## src/rtl/mult_pkg.sv

```systemverilog
// Shared widths, defaults and sequencer state encoding for the shared multiplier datapath.
package mult_pkg;
  localparam int OP_W      = 8;
  localparam int PDT_W     = 16;
  localparam int N_REQ_DEF = 4;
  localparam int ID_W_DEF  = 2;

  typedef enum logic [1:0] {
    IDLE = 2'd0,
    CALC = 2'd1,
    RESP = 2'd2
  } state_t;
endpackage

```

## src/rtl/carry_save_mult.sv

```systemverilog
// Combinational unsigned 8x8 multiplier: partial products folded through a
// 3:2 carry-save chain, resolved by one final carry-propagate add.
module carry_save_mult
  import mult_pkg::*;
(
  input  logic [OP_W-1:0]  a,
  input  logic [OP_W-1:0]  b,
  output logic [PDT_W-1:0] p
);

  logic [PDT_W-1:0] sum_v;
  logic [PDT_W-1:0] carry_v;
  logic [PDT_W-1:0] pp;
  logic [PDT_W-1:0] sum_n;

  always_comb begin
    sum_v   = b[0] ? PDT_W'(a) : '0;
    carry_v = '0;
    pp      = '0;
    sum_n   = '0;
    for (int i = 1; i < OP_W; i++) begin
      pp      = b[i] ? (PDT_W'(a) << i) : '0;
      sum_n   = sum_v ^ carry_v ^ pp;
      // The dropped MSB of the shifted carry is always zero: the true product fits in PDT_W.
      carry_v = ((sum_v & carry_v) | (sum_v & pp) | (carry_v & pp)) << 1;
      sum_v   = sum_n;
    end
    p = sum_v + carry_v;
  end

endmodule

```

## src/rtl/mult_share_arb.sv

```systemverilog
// Round-robin arbiter and IDLE/CALC/RESP sequencer sharing one carry_save_mult
// between N_REQ requesters, returning tagged products over a valid/ready channel.
//
//   state | meaning
//   IDLE  | offer a round-robin grant; accept latches operands and owner id
//   CALC  | sample the multiplier into res_pdt
//   RESP  | present result, hold until res_ready
module mult_share_arb
  import mult_pkg::*;
#(
  parameter int N_REQ = N_REQ_DEF,
  parameter int ID_W  = ID_W_DEF
) (
  input  logic                    clk,
  input  logic                    rst,
  input  logic [N_REQ-1:0]        req_valid,
  input  logic [OP_W*N_REQ-1:0]   req_a,
  input  logic [OP_W*N_REQ-1:0]   req_b,
  output logic [N_REQ-1:0]        req_ready,
  output logic                    res_valid,
  output logic [ID_W-1:0]         res_id,
  output logic [PDT_W-1:0]        res_pdt,
  input  logic                    res_ready,
  output logic                    busy,
  output logic [15:0]             op_count
);

  state_t           state;
  state_t           state_nxt;
  logic [ID_W-1:0]  last_grant;
  logic [OP_W-1:0]  op_a;
  logic [OP_W-1:0]  op_b;
  logic [PDT_W-1:0] mult_p;
  logic [ID_W:0]    pick;
  logic             grant_ok;
  logic [ID_W-1:0]  grant_id;

  // Returns {found, index}; the lowest offset past 'last' wins.
  function automatic logic [ID_W:0] rr_pick(input logic [N_REQ-1:0] valid,
                                            input logic [ID_W-1:0]  last);
    logic [ID_W:0] r;
    r = '0;
    for (int off = N_REQ; off >= 1; off--) begin
      int j;
      j = (int'(last) + off) % N_REQ;
      if (valid[j]) r = {1'b1, j[ID_W-1:0]};
    end
    return r;
  endfunction

  assign pick     = rr_pick(req_valid, last_grant);
  assign grant_ok = pick[ID_W];
  assign grant_id = pick[ID_W-1:0];

  carry_save_mult u_mult (
    .a (op_a),
    .b (op_b),
    .p (mult_p)
  );

  always_ff @(posedge clk or posedge rst) begin
    if (rst) state <= IDLE;
    else     state <= state_nxt;
  end

  always_comb begin
    state_nxt = state;
    case (state)
      IDLE:    if (grant_ok) state_nxt = CALC;
      CALC:    state_nxt = RESP;
      RESP:    if (res_ready) state_nxt = IDLE;
      default: state_nxt = IDLE;
    endcase
  end

  always_comb begin
    req_ready = '0;
    if (state == IDLE && grant_ok) req_ready[grant_id] = 1'b1;
    res_valid = (state == RESP);
    busy      = (state != IDLE);
  end

  always_ff @(posedge clk or posedge rst) begin
    if (rst) begin
      last_grant <= ID_W'(N_REQ - 1);
      op_a       <= '0;
      op_b       <= '0;
      res_id     <= '0;
      res_pdt    <= '0;
      op_count   <= '0;
    end else begin
      case (state)
        IDLE: if (grant_ok) begin
          op_a       <= req_a[int'(grant_id)*OP_W +: OP_W];
          op_b       <= req_b[int'(grant_id)*OP_W +: OP_W];
          res_id     <= grant_id;
          last_grant <= grant_id;
        end
        CALC: res_pdt <= mult_p;
        RESP: if (res_ready) op_count <= op_count + 16'd1;
        default: ;
      endcase
    end
  end

endmodule

```

## config.mk

```make
export PLATFORM = sky130hd
export DESIGN_NAME = mult_share_arb
export DESIGN_NICKNAME = d
export VERILOG_FILES = /design/src/rtl/mult_pkg.sv /design/src/rtl/carry_save_mult.sv /design/src/rtl/mult_share_arb.sv
export SDC_FILE = /design/constraint.sdc
export NUM_CORES = 1
export LEC_CHECK = 0
export BUFFER_PORTS_ARGS = -buffer_cell sky130_fd_sc_hd__buf_2
export CORE_MARGIN = 8
export CORE_UTILIZATION = 50
export CTS_BUF_LIST = sky130_fd_sc_hd__clkbuf_4 sky130_fd_sc_hd__clkbuf_8
export DETAILED_ROUTE_END_ITERATION = 16
export PLACE_DENSITY_LB_ADDON = 0.1
export SETUP_SLACK_MARGIN = 0.5
export SLEW_MARGIN = 20
export SYNTH_ARGS = -nofsm -noshare
export SYNTH_HDL_FRONTEND = slang
export SYNTH_SLANG_ARGS = --single-unit
```

## constraint.sdc

```tcl
create_clock -name clk -period 7.2 [get_ports clk]
set_clock_uncertainty 0.1 [all_clocks]
set_input_delay 1.44 -clock clk [delete_from_list [all_inputs] [get_ports clk]]
set_output_delay 1.44 -clock clk [all_outputs]
set_load 0.03 [all_outputs]
```

==> results.md <==
- Status: finished, final reports clean
- Vias in the first global route: 3366
- Final setup TNS: 0 ns
- Residual DRC: 0
- Syn Area/Cell: 11.1 µm²
- Initial antenna violation count: 0
- Largest net degree at the start of global routing: 55
- Max-Cap Viols: 0
- FF-to-FF setup slack: 1.54 ns
- Clk buf depth: 2
- Asr flop ratio synth: 100%
- Max-slew violations: 0
- Core area: 8550 µm²
- Top cell type's share of synthesized area: 30.2%
- Worst Reg-to-Reg Cells: 19
- Num ports: 111
- CTS H-tree depth: 2
- WHS Endpoint: op_count[15]
- Post_cts resized: 0
- Clock root cell: clkbuf_8
- Crit share post-route: 78.6%
- Area leader, netlist: dfrtp_1
- Crit Path Max Fanout: 9
- Tmin final: 5.66 ns
- Hold Fails Final Rpt: 0
- ANT nets after route: 0
- Ant diodes: 0
- Layout Nets: 622
- Full die area: 11800 µm²
- Critical R2R Launch: op_a[7]
- Syn Nets: 519
- Routed wire per std cell: 14.7 µm
- CP Class: flip-flop to flip-flop
- Area contributors post-synth: dfrtp_1, fa_1, mux4_2, and2_1, nand2_1
- CTS tree: done
- Sequential area share after synthesis: 31.4%
- Crit end category: flip-flop
- Grt ovf: 0
- Synth Instances: 390
- Post-synth EDFFs: 0
- Gpl congestion: 0.805
- DR iter-0 viols: 94
- Buffers on Ports: 110
- DR vias: 3116
- Area delta synth->final: 17.2%
- Most common cell after layout, fill and taps aside: buf_2
- Worst-Margin Slew: 0.883 ns
- Rel. slew slack: 41.1%
- Synth Flop Type: dfrtp_1
- Row Count: 34
- Clock tree sinks: 54
- DIE HEIGHT: 109 µm
- Nature of the critical path startpoint: flip-flop
- Die Wd: 109 µm
- Share of layout cells above drive strength 1: 33.2%
- Clock insertion delay at the later pin of the skew report: 0.31 ns
- Total setup buffers inserted after CTS: 0
- Area of the mapped netlist: 4310 µm²
- Hold-critical path depth: 1
- Worst r2r dst: res_pdt[14]
- Fmax: 177 MHz
- TritonRoute pass-1 iters: 4
- Num CTS Buffers: 5
- Worst-path clk slew: 0.11 ns
- GR Util All Layers: 15.9%
- WL final: 8830 µm
- Flops & latches, synth: 54
- Hold buffers post-CTS: 0
- Estimated wirelength of the detail-placed design: 7040 µm
- Hold/Removal Path Class: flip-flop to flip-flop
- Final setup vio count: 0
- Netlist cell types: 42
- RSZ-0062 raised after global routing: no
- FILL cells: 753
- Min-Delay Startpoint: op_count[15]
- Vias per cell: 5.18
- WP data arrival: 5.76 ns
- Ys Warns: 0
- Global-route wire length before repair: 15200 µm
- Initial Util: 50.4%
- CP required: 7.30 ns
- Most frequent cells in the layout: buf_2, nand2_1, dfrtp_1, inv_1, fa_1
[kinds of logic (layout without fill, tap and decap cells)]
family,Yosys count,count (layout),synth area share (%)
AOI/OAI and AO/OA,31,31,4.44
xor gates and xnor gates,18,18,3.66
adders and majority gates,58,58,24.3
buffers and inverters,65,169,6.41
DFF,54,54,31.4
muxes,39,39,15.2
and+or+nand+nor,125,125,14.6
[state kept, by name, indices dropped and copies added (netlist names)]
signal      count
op_count       16
res_pdt        16
op_a            8
op_b            8
last_grant      2
res_id          2
state           2
[final cells by class]
type	count	area [µm²]	area share (%)
Inverter	48	180	3.57
Timing Repair Buffer	113	573	11.3
Tap cell	108	135	2.68
Sequential cell	54	1350	26.8
Multi-Input combinational cell	271	2690	53.3
Clock inverter	3	47.5	0.942
Clock buffer	5	68.8	1.36
[per-stage QoR]
step | util, % | hold WS, ns | area (µm²) | std cells | setup WS, ns
2_1_floorplan | - | 0.378 | 4310 | 390 | 1.79
3_3_place_gp | 57.6 | 0.356 | 4930 | 594 | 1.63
3_5_place_dp | 57.6 | 0.358 | 4930 | 594 | 1.53
4_1_cts | 59.0 | 0.378 | 5040 | 602 | 1.50
5_1_grt | 59.1 | 0.388 | 5050 | 602 | 1.22
6_report | 59.1 | 0.373 | 5050 | 602 | 1.54
[cell usage after synthesis, types with 2 or more instances]
| master | count |
|---|---|
| and4_1 | 2 |
| nor3_1 | 5 |
| nand3_1 | 7 |
| a221oi_1 | 2 |
| nor3b_1 | 4 |
| xor2_1 | 2 |
| and3_1 | 3 |
| clkbuf_1 | 10 |
| a21oi_1 | 6 |
| nand4_1 | 3 |
| nand2_1 | 54 |
| buf_6 | 4 |
| inv_1 | 48 |
| o21ai_0 | 11 |
| mux2_4 | 10 |
| fa_1 | 43 |
| and2_1 | 33 |
| nand2b_1 | 4 |
| mux2i_1 | 3 |
| mux2_2 | 10 |
| nor2_1 | 6 |
| dfrtp_1 | 52 |
| xnor2_1 | 16 |
| buf_2 | 2 |
| ha_1 | 15 |
| dfstp_2 | 2 |
| mux4_2 | 16 |
| a21o_1 | 3 |
[routing by layer]
layer | GRT usage, % | vias to the layer above | wire length (µm)
met4 | 3.81 | 0 | 87
met3 | 4.02 | 7 | 528
li1 | - | 1481 | -
met5 | 0 | - | 0
met1 | 20.2 | 1539 | 3960
met2 | 26.8 | 89 | 4250
[worst max path at each step]
stage                        from  cells after the start  slack, ns     endpoint
after global routing      op_a[7]                     19       1.22  res_pdt[14]
after global placement    op_a[7]                     19       1.63  res_pdt[14]
final                     op_a[7]                     19       1.54  res_pdt[14]
after CTS                 op_a[7]                     19       1.50  res_pdt[14]
after detailed placement  op_a[7]                     19       1.53  res_pdt[14]
after floorplan           op_a[7]                     19       1.79  res_pdt[14]
[worst max-delay path, stage by stage, from the launching register on]
cell and delay (ns):
dfrtp_1 0.48, and2_1 0.20, ha_1 0.28, inv_1 0.05, fa_1 0.41, inv_1 0.08
fa_1 0.44, fa_1 0.52, fa_1 0.51, fa_1 0.54, inv_1 0.05, fa_1 0.53
inv_1 0.04, ha_1 0.20, fa_1 0.41, a21o_1 0.17, a21oi_1 0.22, o21bai_1 0.10
mux2i_1 0.15, nand2_1 0.07
Power is left out: the tool's default activity adds up to more than one toggle a clock period on the data nets, which glitch-free logic cannot reach.
